### config.mk
export PLATFORM = sky130hd
export DESIGN_NAME = byte_serializer_flat
export DESIGN_NICKNAME = d
export VERILOG_FILES = /design/src/rtl/byte_pkg.sv /design/src/rtl/byte_serializer_if.sv /design/src/rtl/byte_serializer.sv /design/src/flat_wrapper.sv
export SDC_FILE = /design/constraint.sdc
export NUM_CORES = 1
export LEC_CHECK = 0
export BUFFER_PORTS_ARGS = -buffer_cell sky130_fd_sc_hd__buf_2
export CAP_MARGIN = 10
export CORE_AREA = 10 10 91 93
export CTS_BUF_LIST = sky130_fd_sc_hd__clkbuf_2
export DETAILED_ROUTE_END_ITERATION = 12
export DIE_AREA = 0 0 101 103
export REMOVE_ABC_BUFFERS = 1
export SLEW_MARGIN = 20
export SYNTH_ARGS = -nofsm -noshare
export SYNTH_HDL_FRONTEND = slang
export SYNTH_SLANG_ARGS = --single-unit
### constraint.sdc
create_clock -name clk -period 1.8 [get_ports clk]
set_input_delay 0.27 -clock clk [delete_from_list [all_inputs] [get_ports clk]]
set_output_delay 0.27 -clock clk [all_outputs]
set_load 0.02 [all_outputs]
### src/rtl/byte_pkg.sv
// Shared byte-stream types for the byte serializer and its consumers.
package byte_pkg;
  localparam int BYTE_W = 8;
  typedef logic [BYTE_W-1:0] byte_t;
endpackage

### src/rtl/byte_serializer_if.sv
// Word-in / byte-out valid-ready bundle; master is the upstream producer plus downstream consumer side.
interface byte_serializer_if #(
  parameter int unsigned WORD_BYTES = 4
);
  import byte_pkg::*;

  logic [8*WORD_BYTES-1:0] in_data;
  logic                    in_valid;
  logic                    in_ready;
  byte_t                   out_data;
  logic                    out_valid;
  logic                    out_ready;
  logic                    out_last;

  modport master (
    output in_data, in_valid, out_ready,
    input  in_ready, out_data, out_valid, out_last
  );

  modport slave (
    input  in_data, in_valid, out_ready,
    output in_ready, out_data, out_valid, out_last
  );
endinterface

### src/rtl/byte_serializer.sv
// Splits one WORD_BYTES-wide word per handshake into LSB-first bytes with a last flag.
module byte_serializer #(
  parameter int unsigned WORD_BYTES = 4
) (
  input  logic              clk,
  input  logic              rst,
  byte_serializer_if.slave  bus
);
  import byte_pkg::*;

  localparam int unsigned       IDX_W    = $clog2(WORD_BYTES);
  localparam logic [IDX_W-1:0]  LAST_IDX = IDX_W'(WORD_BYTES - 1);

  typedef enum logic {IDLE, SEND} state_t;

  state_t                            r_state, w_state_nxt;
  logic [IDX_W-1:0]                  r_idx, w_idx_nxt;
  logic [WORD_BYTES-1:0][BYTE_W-1:0] r_hold, w_hold_nxt;
  logic                              w_last;

  // State, byte index and word hold register.
  always_ff @(posedge clk) begin
    if (rst) begin
      r_state <= IDLE;
      r_idx   <= '0;
      r_hold  <= '0;
    end else begin
      r_state <= w_state_nxt;
      r_idx   <= w_idx_nxt;
      r_hold  <= w_hold_nxt;
    end
  end

  // Next state and handshake outputs; in_ready reopens on the final byte's fire for gapless words.
  always_comb begin
    w_state_nxt   = r_state;
    w_idx_nxt     = r_idx;
    w_hold_nxt    = r_hold;
    w_last        = (r_idx == LAST_IDX);
    bus.in_ready  = 1'b0;
    bus.out_valid = 1'b0;
    bus.out_data  = '0;
    bus.out_last  = 1'b0;

    case (r_state)
      IDLE: begin
        bus.in_ready = 1'b1;
        if (bus.in_valid) begin
          w_hold_nxt  = bus.in_data;
          w_idx_nxt   = '0;
          w_state_nxt = SEND;
        end
      end
      SEND: begin
        bus.out_valid = 1'b1;
        bus.out_data  = r_hold[r_idx];
        bus.out_last  = w_last;
        if (bus.out_ready) begin
          if (!w_last) begin
            w_idx_nxt = r_idx + IDX_W'(1);
          end else begin
            bus.in_ready = 1'b1;
            if (bus.in_valid) begin
              w_hold_nxt = bus.in_data;
              w_idx_nxt  = '0;
            end else begin
              w_state_nxt = IDLE;
            end
          end
        end
      end
    endcase
  end
endmodule

### src/flat_wrapper.sv
// flat-port wrapper written by rule: the top's interface ports become plain ports
module byte_serializer_flat import byte_pkg::*;
#(
  parameter int unsigned WORD_BYTES = 4
)
  (clk, rst, bus_in_data, bus_in_valid, bus_out_ready, bus_in_ready, bus_out_data, bus_out_valid, bus_out_last);
  byte_serializer_if #(.WORD_BYTES(WORD_BYTES)) bus_i ();
  input  logic clk;
  input  logic rst;
  input wire logic [$bits(bus_i.in_data)-1:0] bus_in_data;
  input wire logic [$bits(bus_i.in_valid)-1:0] bus_in_valid;
  input wire logic [$bits(bus_i.out_ready)-1:0] bus_out_ready;
  output wire logic [$bits(bus_i.in_ready)-1:0] bus_in_ready;
  output wire logic [$bits(bus_i.out_data)-1:0] bus_out_data;
  output wire logic [$bits(bus_i.out_valid)-1:0] bus_out_valid;
  output wire logic [$bits(bus_i.out_last)-1:0] bus_out_last;
  assign bus_i.in_data = bus_in_data;
  assign bus_i.in_valid = bus_in_valid;
  assign bus_i.out_ready = bus_out_ready;
  assign bus_in_ready = bus_i.in_ready;
  assign bus_out_data = bus_i.out_data;
  assign bus_out_valid = bus_i.out_valid;
  assign bus_out_last = bus_i.out_last;
  byte_serializer #(.WORD_BYTES(WORD_BYTES)) u_core (.clk(clk), .rst(rst), .bus(bus_i));
endmodule
======== Yosys cells after proc, flatten, opt, wreduce, memory -nomap -nowiden ========
Cells that the tools add are included.
word-level totals
  bits in registers ....................... 35
  latch bits .............................. 0
  RAM bits ................................ 0
  ROM bits ................................ 0
  bits of input ports ..................... 36
  output and inout bits ................... 11
  logic and storage cells ................. 33
  memories kept ........................... 0
cells by class
  add/sub/neg operators ................... 1
  multiply operators ...................... 0
  div/mod/pow operators ................... 0
  order comparisons ....................... 1
  equal/unequal tests ..................... 3
  shift operators ......................... 0
  multiplexer cells ....................... 20
  bitwise logic cells ..................... 1
  reductions and logical operators ........ 1
operators with widths
  cell                                                                           count
  32-bit two-way mux                                                             3
  32-bit case mux with 2 select lines                                            1
  8-bit binary-select mux with 2-bit select                                      1
  8-bit two-way mux                                                              2
  1-bit two-way mux                                                              7
  2-bit two-way mux                                                              3
  2-bit != test (second input constant)                                          2
  1-bit case mux with 2 select lines                                             2
  2-bit case mux with 2 select lines                                             1
  2-bit by 3-bit less-than comparator with 1-bit output (second input constant)  1
  2-bit by 1-bit adder with 2-bit output (second input constant)                 1
  2-bit equality test (second input constant)                                    1
  2-bit AND reduction                                                            1
  1-bit inverter                                                                 1

======== Logic depth before layout (Yosys ltp) ========
Gate-level depths: netlist of run 1.
  depth in word-level cells ............... 4
  mapped depth ............................ 6
  depth with buffers taken out ............ 4

======== Worst setup path before layout of run 1 ========
OpenSTA, ideal clock, no wires.
  path kind ............................... register to output
  from .................................... register u_core.r_idx[0]
  to ...................................... output bus_out_data[1]
  arrival time ............................ 1.265 ns
  required time ........................... 1.530 ns
  slack ................................... 0.265 ns
  stages on the path, launching flop included .. 4
  buffers on the path ..................... 1
  path through ............................ dfxtp_1 buf_6 mux4_2 and2_1
between the ends
  word-level cells in the longest chain between the ends .. 3
RTL lines
  element                                    line                   text
  start: declaration                         byte_serializer.sv:17  logic [IDX_W-1:0] r_idx, w_idx_nxt;
  start signal: assignment                   byte_serializer.sv:29  r_idx <= w_idx_nxt;
  8-bit binary-select mux with 2-bit select  byte_serializer.sv:56  bus.out_data = r_hold[r_idx];
  8-bit two-way mux (not written as such)    byte_serializer.sv:56
  8-bit two-way mux                          byte_serializer.sv:45  case (r_state)
  end: declaration                           flat_wrapper.sv:14     output wire logic [$bits(bus_i.out_data)-1:0] bus_out_data;
No other way between the ends. The select of a mux whose other input is x is not followed.

======== Final worst setup path of run 1 ========
Ends and elaborated chain as after synthesis.

==> impl_results.md, run 1 <==
- EDFF count, synth: 0
- Worst Slack Setup Final: -0.1725 ns
- Max-slew violation count: 0
- Compound-cell area share of the yosys netlist: 1.462%
- Slew Limit Headroom: between 70 and 80%
- Hold-fix buffers, CTS: 0
- Die Y: 103 um
- First-pass GRT wire length: 6.879 mm
- Final hold violation count: 0
- Largest family of logic cells by synthesized area: simple AND/OR/NAND/NOR gates
- Leak pwr: 0.001009 uW
- Via density: around 4.4
- Setup TNS Final: -1.049 ns
- PnR Total Power: 1499 uW
- Psw: just over 400 uW
- Largest net degree at the start of global routing: 34
- CTS tree: built
- Worst hold path class: in -> reg
- Tmin final: 1.973 ns
- P&R area growth vs syn: 28.57%
- Count of final setup violators: 8
- Mapped Area: 0.001883 mm^2
- Unique masters post-synth: 20
- PortBufs: 46
- Failing checks: setup timing
- Clock share of power: 23.7%
- Die Width: 101 um
- VDD IR max: 0.0002276 V
- Initial antenna violation count: 1
- Starting DRT DRC Count: 76
- Sw frac: 27.21%
- Internal power: 1091 uW
- Syn Area/Cell: 10.40 um^2
- Final Routed Wirelength: 4.176 mm
- Comb power frac: 19.7%
- Synth top area cells: dfxtp_1, nand2b_1, mux2i_1
- Initial Util: 28.67%
- Core footprint: 0.006569 mm^2
- Clock transition at path regs: roughly 0.19 ns
- Critical path class: reg -> out
- Post-Syn Instances: 181
- CP startpoint kind: flip-flop
- Vias: ~1400
- Iteration count of the initial detailed-routing pass: 4
- Number of global-route vias before repair: roughly 1500
- Share of cells above drive strength 1: 36.64%
- Clock Sinks: 35
- Xor and xnor area share after synthesis: 0%
- CP arrival: 1.70 ns
- Status: finished, violations left
- H-tree levels: 2
- Crit-path max FO: 6
- CTS Root Cell: clkbuf_2
- Maximum clock rate: 507.0 MHz
- Slew @ Worst Pin: 0.3293 ns
- Final clock skew: 0.01839 ns
- Fraction of synthesized area in multiplexers: a little over a quarter
- Max-cap violations: 0
- Dominant synthesized flop cell: dfxtp_1
- Synth top cells by count: nand2b_1, dfxtp_1, mux2i_1
- Post-route antenna net violation count: 0
- Final period utilization: 109.6%
- Row count: 30
- Sequential power share: 56.6%
- FF+latch count, synth: 35
- Synth top area share: 37.21%
- Ant diodes: 0
- I/O Pins: 47
- Async S/R FF share, synth: 0%
- Gr ovfl total: 0
- Die ar.: 0.01040 mm^2
- Seq/Total Area, Yosys: 37.21%
- Adder-Cell Fraction of Synth Area: 1.329%
- Simple-gate area share of the yosys netlist: 28.57%
- Critical Path End Type: output pin
- Clk Latency, worst-skew pair: 0.37 ns
- PwrDens: 619.0 mW/mm^2
- RSZ-0062 raised after global routing: true
- GP Congestion: 0.6798
- DP HPWL: between 3 and 4 mm
- Layout net count: between 200 and 300
- Avg WL per Cell: 13.38 um
- CP required: 1.53 ns
- Synth Warn #: 0
- Top-count cell post-synth: nand2b_1
- CTS Buf Count: 5
- DRC: 0
- Area leader, netlist: dfxtp_1
- Total GRT Usage: 8.278%
- Max Root-Sink Buffers: 2
==> cell type report <==
cell class                 count  area [um^2]
fill                         675         4148
sequential                    35        708.2
timing repair buffer          57        441.7
multi-input combinational    132         1134
clock inverter                 2        7.507
tap                           80        100.1
clock buffer                   6        30.03
==> flip-flops by register name, indices dropped and copies added (netlist names) <==
signal / flops
u_core.r_idx: 2
u_core.r_state: 1
u_core.r_hold: 32
==> final timing paths <==
kind         cells after the start                             end                      startpoint  slack, ns
min reg2reg                      2  u_core.r_hold[12]$_SDFFE_PP0P_  u_core.r_hold[12]$_SDFFE_PP0P_       0.48
max                              4                 bus_out_data[1]    u_core.r_idx[0]$_SDFFE_PP0P_      -0.17
max reg2reg                      6  u_core.r_hold[25]$_SDFFE_PP0P_    u_core.r_idx[0]$_SDFFE_PP0P_       0.17
min                              3  u_core.r_hold[26]$_SDFFE_PP0P_                 bus_in_data[26]       0.12
==> routing by layer <==
layer | track usage (%) | wire [um] | share of wire [%]
met5 | 0 | 0 | 0
met4 | 2.572 | 21 | 0.50
met3 | 4.021 | 338 | 8.1
met2 | 13.07 | 1879 | 45
met1 | 9.676 | 1936 | 46
==> critical path, stage by stage, from the launching register on <==
cell	delay, ns
dfxtp_4	0.41
buf_12	0.13
mux4_2	0.49
and2_4	0.17
buf_6	0.12
==> power by group through the flow <==
stage | Sequential, uW | Combinational (uW) | Clock, uW
2_1_floorplan | 866 | 160 | 0
3_3_place_gp | 865 | 269 | 0
3_5_place_dp | 867 | 273 | 0
4_1_cts | 850 | 299 | 383
5_1_grt | 855 | 326 | 409
6_report | 849 | 295 | 355
==> timing repair <==
| item | 4_1_cts | 5_1_grt |
|---|---|---|
| cloned | 1 | 0 |
| buffers inserted | 1 | 1 |
| pin swaps | 5 | 1 |
| endpoints found under the setup margin | 10 | 10 |
| resized for setup | 32 | 4 |
==> metrics by stage <==
step / cell area (um^2) / setup slack (ns) / utilization [%] / hold slack, ns / instances
3_3_place_gp: 2227 / 0.1983 / 33.90 / 0.4571 / 301
4_1_cts: 2401 / -0.2246 / 36.55 / 0.09164 / 311
5_1_grt: 2421 / -0.2548 / 36.86 / 0.08767 / 312
2_1_floorplan: 1792 / -1.628 / - / 0.3391 / 167
6_report: 2421 / -0.1725 / 36.86 / 0.1209 / 312
3_5_place_dp: 2227 / 0.1923 / 33.90 / 0.4618 / 301
==> kinds of logic after synthesis <==
kind of cell               Yosys count
muxes                               40
adders and majority gates            2
DFF                                 35
AOI/OAI and AO/OA                    4
and+or+nand+nor                     86
buffers and inverters               14
==> cell usage in the layout, fill, tap and decap left out, types with 6 or more instances in the layout <==
cell      instances
nand2b_1         64
buf_2            36
dfxtp_1          33
mux2i_1          32
buf_6            11
and2_4            9
mux4_2            8
clkbuf_2          6
buf_4             6
(Power assumes the default switching activity.)
==> run 2: changes to the inputs <==
--- a/config.mk
+++ b/config.mk
@@ -7,10 +7,10 @@
 export LEC_CHECK = 0
 export BUFFER_PORTS_ARGS = -buffer_cell sky130_fd_sc_hd__buf_2
 export CAP_MARGIN = 10
-export CORE_AREA = 10 10 91 93
-export CTS_BUF_LIST = sky130_fd_sc_hd__clkbuf_2
+export CORE_AREA = 10 10 80 82
+export CTS_BUF_LIST = sky130_fd_sc_hd__clkbuf_4 sky130_fd_sc_hd__clkbuf_8
 export DETAILED_ROUTE_END_ITERATION = 12
-export DIE_AREA = 0 0 101 103
+export DIE_AREA = 0 0 90 92
 export REMOVE_ABC_BUFFERS = 1
 export SLEW_MARGIN = 20
 export SYNTH_ARGS = -nofsm -noshare
==> run 2 against run 1 <==
  * The flow still finishes with violations (setup timing)
  * Worst hold slack improved by 0.12 ns
  * Critical path depth did not move
  * Die area fell by 20%
  * Worst setup slack improved by 0.17 ns
  * Core utilization rose by 12 points
  * Fmax rose by 9.5%
  * Sequential power barely moved
  * Final cell count fell by 3.2%
  * Critical path type unchanged
  * Final area fell by 1.3%
  * Clock power rose by 56%
  * Sequential share of layout area rose by 0.28 points
==> impl_results.md, run 2 (same netlist as run 1, synthesis figures left out) <==
- Leak pwr: 0.001014 uW (+0.54%)
- I/O Pins: 47 (unchanged)
- PortBufs: 46 (unchanged)
- Number of global-route vias before repair: 1405 (-3.6%)
- FF-to-FF End: u_core.r_hold[6]$_SDFFE_PP0P_
- Max incr delay on CP: 0.48 ns (about the same)
- Hold_sp: bus_in_data[25]
- Final clock skew: 0.003390 ns (-0.01500 ns)
- Row count: 26 (-13%)
- Critical Path End Type: output pin
- Cell count of the worst hold path: 3 (unchanged)
- Worst Slack Setup Final: -0.001278 ns (+0.1712 ns)
- Initial Util: 38.33% (+9.7 points)
- PwrDens: 706.0 mW/mm^2 (+14%)
- RSZ-0062 raised after global routing: true
- Hold-fix buffers, CTS: 0 (unchanged)
- Slew Limit Headroom: 83.85% (+5.8 points)
- Die ar.: 0.008280 mm^2 (-20%)
- Initial antenna violation count: 0 (-1)
- Max Root-Sink Buffers: 2 (unchanged)
- Vias: 1351 (-0.81%)
- Clock Sinks: 35 (unchanged)
- CTS Buf Count: 5 (unchanged)
- Reg-to-reg startpoint: u_core.r_idx[0]$_SDFFE_PP0P_
- Hold EP: u_core.r_hold[25]$_SDFFE_PP0P_
- Crit path top cell by count: buf_6
- Worst R2R Path Depth: 7 (+1)
- Layout net count: 269 (unchanged)
- Maximum clock rate: 555.2 MHz (+9.5%)
- Biggest regs: u_core.r_hold x32, u_core.r_idx x2, u_core.r_state x1
- Total GRT Usage: 9.760% (+1.5 points)
- Final period utilization: 100.1% (-9.5 points)
- Final Routed Wirelength: 3.959 mm (-5.2%)
- Iteration count of the initial detailed-routing pass: 4 (unchanged)
- Crit-path max FO: 3 (-3)
- Starting DRT DRC Count: 52 (-32%)
- Filler cells: 474 (-30%)
- Commonest non-fill, non-tap cell in the layout: nand2b_1
- H-tree levels: 2 (unchanged)
- Max reg flops: 32 (unchanged)
- Share of cells above drive strength 1: 36.64% (unchanged)
- DRC: 0 (unchanged)
- P&R area growth vs syn: 26.91%
- Internal power: 1288 uW (+18%)
- CP max-delay cell: mux4_2
- DP Area: 0.002202 mm^2 (-1.1%)
- Sequential power share: 50.3% (-6.3 points)
- Commonest cells after routing, fill and taps aside: nand2b_1, buf_2, dfxtp_1, mux2i_1, buf_6
- Post-route antenna net violation count: 0 (unchanged)
- Tmin final: 1.801 ns (-0.1712 ns)
- First-pass GRT wire length: 6.734 mm (-2.1%)
- Worst-path cell chain: buf_6, mux4_2, and2_4, buf_6
- Die Width: 90 um (-11%)
- Status: finished, violations left
- Final hold violation count: 0 (unchanged)
- CTS Root Cell: clkbuf_8
- Avg WL per Cell: 13.11 um (-2.1%)
- Ant diodes: 0 (unchanged)
- Count of final setup violators: 2 (-6)
- Worst hold path class: in -> reg
- DP HPWL: 2.772 mm (-9.1%)
- Final instance area: 0.002390 mm^2 (-1.3%)
- Sw frac: 23.64% (-3.6 points)
- Max-slew violation count: 0 (unchanged)
- Slew @ Worst Pin: 0.2419 ns (-0.08746 ns)
- Gr ovfl total: 0 (unchanged)
- Clk Latency, worst-skew pair: 0.28 ns (-0.09 ns)
- Comb power frac: 16.8% (-2.9 points)
- CP arrival: 1.53 ns (-0.17 ns)
- GP Congestion: 0.6888 (+1.3%)
- R2R Setup Slk: 0.21 ns (+0.04 ns)
- Die Y: 92 um (-11%)
- PnR Total Power: 1687 uW (+13%)
- Clock transition at path regs: 0.07 ns (-0.12 ns)
- Clock share of power: 32.9% (+9.2 points)
- Critical path class: reg -> out
- CP required: 1.53 ns (about the same)
- VDD IR max: 0.0003370 V (+48%)
- Core footprint: 0.004912 mm^2 (-25%)
- Psw: 398.8 uW (-2.2%)
- Failing checks: setup timing
- Biggest register: u_core.r_hold
- CTS tree: built
- CP startpoint kind: flip-flop
- Via density: 4.474 (+2.5%)
- Largest net degree at the start of global routing: 68 (+100%)
- Max-cap violations: 0 (unchanged)
run 2: power groups by stage:
| stage | clock network, uW | logic (uW) | registers (uW) |
|---|---|---|---|
| 5_1_grt | 615 | 312 | 853 |
| 6_report | 555 | 283 | 849 |
| 4_1_cts | 578 | 287 | 850 |
| 3_5_place_dp | 0 | 268 | 867 |
| 2_1_floorplan | 0 | 160 | 866 |
| 3_3_place_gp | 0 | 266 | 865 |
run 2: stage by stage:
step | hold WS, ns | worst slack [ns] | utilization [%] | std cells | setup TNS (ns)
after detailed placement | 0.4587 | 0.1924 | 44.83 | 291 | 0
after floorplan | 0.3391 | -1.628 | - | 167 | -52.09
after CTS | 0.2387 | -0.01811 | 48.50 | 302 | -0.1006
after global placement | 0.4580 | 0.2067 | 44.83 | 291 | 0
after global routing | 0.2476 | -0.06714 | 48.65 | 302 | -0.3887
final | 0.2430 | -0.001278 | 48.65 | 302 | -0.001531
run 2: critical path: cells and delay by family (launching register included):
family | cells | cell delay [ns]
multiplexers | 1 | 0.48
flip-flops | 1 | 0.35
buffers and inverters | 2 | 0.24
AND/OR/NAND/NOR | 1 | 0.17
run 2: worst max-delay path by stage:
stage                                      start                       endpoint  depth (start not counted)
finish              u_core.r_idx[0]$_SDFFE_PP0P_                bus_out_data[4]                          4
global route        u_core.r_idx[0]$_SDFFE_PP0P_                bus_out_data[1]                          4
CTS                 u_core.r_idx[0]$_SDFFE_PP0P_                bus_out_data[4]                          4
detailed placement  u_core.r_idx[0]$_SDFFE_PP0P_                bus_out_data[5]                          4
global placement    u_core.r_idx[0]$_SDFFE_PP0P_                bus_out_data[5]                          4
floorplan           u_core.r_idx[0]$_SDFFE_PP0P_  u_core.r_hold[0]$_SDFFE_PP0P_                          4
run 2: per-layer routing:
| metal | track usage [%] | routed length [um] | part of all wire [%] |
|---|---|---|---|
| met1 | 12.26 | 1946 | 49 |
| met2 | 14.77 | 1760 | 44 |
| met3 | 3.178 | 209 | 5.3 |
| met4 | 4.775 | 43 | 1.1 |
| met5 | 0 | 0 | 0 |
run 2: repair_timing:
| action | CTS | global route |
|---|---|---|
| resized for setup | 25 | 3 |
| buffers inserted | 2 | 0 |
| setup endpoints to repair | 8 | 8 |
| gates cloned | 1 | 0 |
| pin swaps | 4 | 0 |
run 2: layout make-up:
| class | count | area, um^2 | share of cell area, % |
|---|---|---|---|
| Timing Repair Buffer | 57 | 389.1 | 16.28 |
| Sequential cell | 35 | 705.7 | 29.53 |
| Clock buffer | 7 | 83.83 | 3.508 |
| Tap cell | 70 | 87.58 | 3.665 |
| Clock inverter | 1 | 5.005 | 0.2094 |
| Multi-Input combinational cell | 132 | 1119 | 46.81 |
